$ cat src/rtl/pipe_seq_ctrl.sv
// Pipeline sequencing controller: per-cycle PC / IF/ID / ID/EX enable and flush
// controls, plus the drain -> push -> vector interrupt-entry sequence.
//
// state  | meaning
// -------+-----------------------------------------------------------
// RUN    | normal issue; handles branch flush, stalls, HLT, int_req
// DRAIN  | bubbles inserted so older instructions retire (cnt counts down)
// PUSH   | return PC written to stack once memory port is free
// VEC    | PC loads interrupt vector, int_ack pulses
// HALT   | front end frozen until int_req
module pipe_seq_ctrl #(
    parameter int DRAIN_CYCLES = 2,
    parameter int CNT_W        = 2
) (
    input  logic clk,
    input  logic rst,
    input  logic branch_taken,
    input  logic mem_busy,
    input  logic ld_use_hz,
    input  logic halt_instr,
    input  logic int_req,
    output logic pc_en,
    output logic if_id_en,
    output logic if_id_flush,
    output logic id_ex_flush,
    output logic push_pc,
    output logic pc_sel_vec,
    output logic int_ack,
    output logic halted
);

    typedef enum logic [2:0] {
        S_RUN,
        S_DRAIN,
        S_PUSH,
        S_VEC,
        S_HALT
    } state_t;

    localparam logic [CNT_W-1:0] CNT_LOAD = CNT_W'(DRAIN_CYCLES - 1);

    state_t           state;
    logic [CNT_W-1:0] cnt;

    always_ff @(posedge clk) begin
        if (rst) begin
            state <= S_RUN;
            cnt   <= '0;
        end else begin
            case (state)
                S_RUN: begin
                    if (branch_taken || mem_busy || ld_use_hz) begin
                        state <= S_RUN;
                    end else if (halt_instr) begin
                        state <= S_HALT;
                    end else if (int_req) begin
                        state <= S_DRAIN;
                        cnt   <= CNT_LOAD;
                    end
                end
                S_DRAIN: begin
                    if (cnt == '0) state <= S_PUSH;
                    else           cnt   <= cnt - CNT_W'(1);
                end
                S_PUSH: begin
                    if (!mem_busy) state <= S_VEC;
                end
                S_VEC: begin
                    if (!mem_busy) state <= S_RUN;
                end
                S_HALT: begin
                    if (int_req) begin
                        state <= S_DRAIN;
                        cnt   <= CNT_LOAD;
                    end
                end
                default: state <= S_RUN;
            endcase
        end
    end

    // Outputs are decoded from state and live inputs so a stall acts in the same cycle.
    always_comb begin
        pc_en       = 1'b0;
        if_id_en    = 1'b0;
        if_id_flush = 1'b0;
        id_ex_flush = 1'b0;
        push_pc     = 1'b0;
        pc_sel_vec  = 1'b0;
        int_ack     = 1'b0;
        halted      = 1'b0;
        if (!rst) begin
            case (state)
                S_RUN: begin
                    if (branch_taken) begin
                        pc_en       = 1'b1;
                        if_id_flush = 1'b1;
                        id_ex_flush = 1'b1;
                    end else if (mem_busy || ld_use_hz) begin
                        id_ex_flush = 1'b1;
                    end else if (halt_instr) begin
                        id_ex_flush = 1'b1;
                    end else if (int_req) begin
                        if_id_flush = 1'b1;
                    end else begin
                        pc_en    = 1'b1;
                        if_id_en = 1'b1;
                    end
                end
                S_DRAIN: begin
                    if_id_flush = 1'b1;
                    id_ex_flush = 1'b1;
                    pc_en       = branch_taken;
                end
                S_PUSH: begin
                    push_pc = !mem_busy;
                end
                S_VEC: begin
                    pc_sel_vec  = 1'b1;
                    if_id_flush = 1'b1;
                    pc_en       = !mem_busy;
                    int_ack     = !mem_busy;
                end
                S_HALT: begin
                    halted      = 1'b1;
                    id_ex_flush = 1'b1;
                end
                default: ;
            endcase
        end
    end

endmodule
$ cat config.mk
export PLATFORM = sky130hd
export DESIGN_NAME = pipe_seq_ctrl
export DESIGN_NICKNAME = d
export VERILOG_FILES = /design/src/rtl/pipe_seq_ctrl.sv
export SDC_FILE = /design/constraint.sdc
export NUM_CORES = 1
export LEC_CHECK = 0
export ABC_AREA = 0
export BUFFER_PORTS_ARGS = -buffer_cell sky130_fd_sc_hd__buf_2
export CORE_AREA = 8 8 45 47
export CTS_CLUSTER_DIAMETER = 150
export DETAILED_ROUTE_END_ITERATION = 6
export DIE_AREA = 0 0 53 55
export HOLD_SLACK_MARGIN = 0.02
export SETUP_SLACK_MARGIN = 0.15
export SYNTH_ARGS = -nofsm -noshare
export SYNTH_HDL_FRONTEND = slang
export SYNTH_SLANG_ARGS = --single-unit
$ cat constraint.sdc
create_clock -name clk -period 2.95 [get_ports clk]
set_input_delay 0.295 -clock clk [delete_from_list [all_inputs] [get_ports clk]]
set_output_delay 0.295 -clock clk [all_outputs]
set_load 0.03 [all_outputs]
==> results.sh <==
export IMPL_status="complete, no violations"
export IMPL_gp_congestion=0.687
export IMPL_clock_tree_htree_level_count=1
export IMPL_setup_viol=0
export IMPL_grt_pass1_wl_mm=1.95
export IMPL_io_pins=15
export IMPL_track_usage=0.0890
export IMPL_tns_ns=0
export IMPL_crit_family="simple AND/OR/NAND/NOR gates"
export IMPL_maxSlewHeadroom=0.672
export IMPL_maxSlewViolCount=0
export IMPL_post_synth_top_area_cell="dfxtp_1"
export IMPL_critPathRequiredTime_ns=2.65
export IMPL_yosys_top_cells_area="dfxtp_1 (20%), nor2_1 (6.1%), a2111oi_4 (5.6%), or4b_2 (4.1%), and3_1 (3.8%)"
export IMPL_avgSynthCellArea_um2=7.84
export IMPL_antenna_left=0
export IMPL_dp_hpwl_um=863
export IMPL_max_freq_mhz=454
export IMPL_yosysSeqAreaShare=0.203
export IMPL_synth_seq_cells=5
export IMPL_fill_cells=144
export IMPL_rows=14
export IMPL_critical_path_class="reg -> out"
export IMPL_fin_util=0.424
export IMPL_start_util=0.357
export IMPL_cts_sinks=5
export IMPL_finalNetCount=85
export IMPL_syn_cell_area_um2=494
export IMPL_grt_busiest_layer="met2"
export IMPL_fin_crit_sh=0.746
export IMPL_final_common_cell="buf_2"
export IMPL_wl_per_cell_um=13.2
export IMPL_p_leak_uw=0.000239
export IMPL_die_w_um=53
export IMPL_ys_async_sr_fraction=0
export IMPL_grt_pass1_vias=471
export IMPL_cp_cell_sequence="or2_2 -> or4_1 -> a21oi_1 -> buf_2"
export IMPL_synth_top_area_frac=0.203
export IMPL_cts_inserted_buffers=3
export IMPL_clk_latency_ns=0.26
export IMPL_synth_cell_types=36
export IMPL_route_detailed_drc=0
export IMPL_io_buffers=14
export IMPL_area_growth_pct=18.7
export IMPL_multi_input_area_um2=358
export IMPL_cts_root_buf="clkbuf_4"
export IMPL_ir_drop_v=0.000136
export IMPL_drt_iter0_drc=13
export IMPL_synthCells=63
export IMPL_end_kind="output port"
export IMPL_final_cell_mix="buf_2 (14), nor2_1 (8), dfxtp_1 (5)"
export IMPL_die_area_um2=2920
export IMPL_num_vias=540
export IMPL_max_cap_viol_count=0
export IMPL_placed_area_um2=559
export IMPL_grt_setup_unrepaired="false"
export IMPL_clock_skew_ns=0.0147
export IMPL_regArea_um2=100
export IMPL_finalWorstSetupSlack_ns=0.749
export IMPL_cts_resized=0
export IMPL_diodes=0
export IMPL_cp_arrival_ns=1.91
export IMPL_hold_class="in -> reg"
export IMPL_vias_per_cell=5.87
export IMPL_crit_path_start_kind="flip-flop"
export IMPL_grt_max_degree=18
export IMPL_yosysWarnings=0
export IMPL_power_density_nw_per_um2=359
export IMPL_grtUsageMet2=0.148
export IMPL_ys_flop_type="dfxtp_1"
export IMPL_first_pass_iters=4
export IMPL_met3_usage=0.0348
export IMPL_synth_edf_count=0
export IMPL_antenna_found_initial=0
export IMPL_final_min_clock_period_ns=2.20
export IMPL_drt_wl_total_mm=1.21
export IMPL_crit_fanout=15
export IMPL_post_cts_buffers=0
export IMPL_coreArea_um2=1380
export IMPL_drive_above_1_share=0.303
export IMPL_dp_slack_ns=1.04
export IMPL_crit_slowest_cell="dfxtp_1"
export IMPL_die_h_um=55
export IMPL_overflow=0
export IMPL_cp_num_buf_inv=1
export IMPL_clk_path_buf_depth=2
export IMPL_use_met1=0.0939
export IMPL_max_stage_delay_ns=0.46
export IMPL_worst_slew_pin_slew_ns=0.491
export IMPL_holdBufCountCts=0
export IMPL_hold_viol=0
export IMPL_postLayoutCellArea_um2=587
export IMPL_clk_pin_slew_ns=0.06
export IMPL_cts_tree="built"
export IMPL_synth_nets=71
## registers in the layout, indices dropped and copies added, names as in the netlist
| signal | count |
|---|---|
| cnt | 2 |
| state | 3 |
## stage by stage
step / std cells / hold slack, ns / total power, uW
after floorplan: 63 / 0.451 / 113
after CTS: 92 / 0.364 / 211
after detailed placement: 88 / 0.469 / 127
final: 92 / 0.369 / 211
after global placement: 88 / 0.473 / 127
after global routing: 92 / 0.382 / 225
## cells in the mapped netlist (2+ instances only)
library cell  n
inv_1         3
and3_1        3
or3_1         3
clkbuf_1      2
or4b_2        2
a21oi_1       2
nor2_1        8
o21ai_0       3
nor4_1        2
nor2b_1       3
a21boi_0      2
dfxtp_1       5
nand3b_1      2
## cell type report
type	count	area share
Tap cell	16	0.0341
Sequential cell	5	0.171
Inverter	3	0.0192
Clock buffer	3	0.0384
Timing Repair Buffer	14	0.119
Multi-Input combinational cell	50	0.610
Clock inverter	1	0.00853
## power by group
part	internal, uW	total (uW)	switching, uW	leakage [uW]
Combinational	19.9	49.9	30.1	0.000181
Clock	49.5	84.6	35.1	0.0000177
Sequential	70.2	76.3	6.10	0.0000405
## final timing paths
check                                            from                     to  slack (ns)  cells after the start
worst max-delay path            state[2]$_SDFFE_PP0P_                  pc_en        0.75                      4
worst min-delay path                              rst  state[0]$_SDFFE_PP0P_        0.37                      2
worst max register to register  state[0]$_SDFFE_PP0P_  state[0]$_SDFFE_PP0P_        1.24                      3
worst min register to register    cnt[1]$_SDFFE_PP0P_    cnt[1]$_SDFFE_PP0P_        0.48                      2
## logic make-up after synthesis
group | Yosys count | synth area share
and+or+nand+nor | 31 | 0.390
AOI/OAI and AO/OA | 17 | 0.289
buffers and inverters | 8 | 0.0734
DFF | 5 | 0.203
muxes | 1 | 0.0203
adders and majority gates | 1 | 0.0253
## metal layers
metal,share of wire,vias to the layer above
li1,-,267
met1,0.44,252
met2,0.49,16
met3,0.050,5
met4,0.020,0
met5,0,-
(Power assumes the default switching activity.)
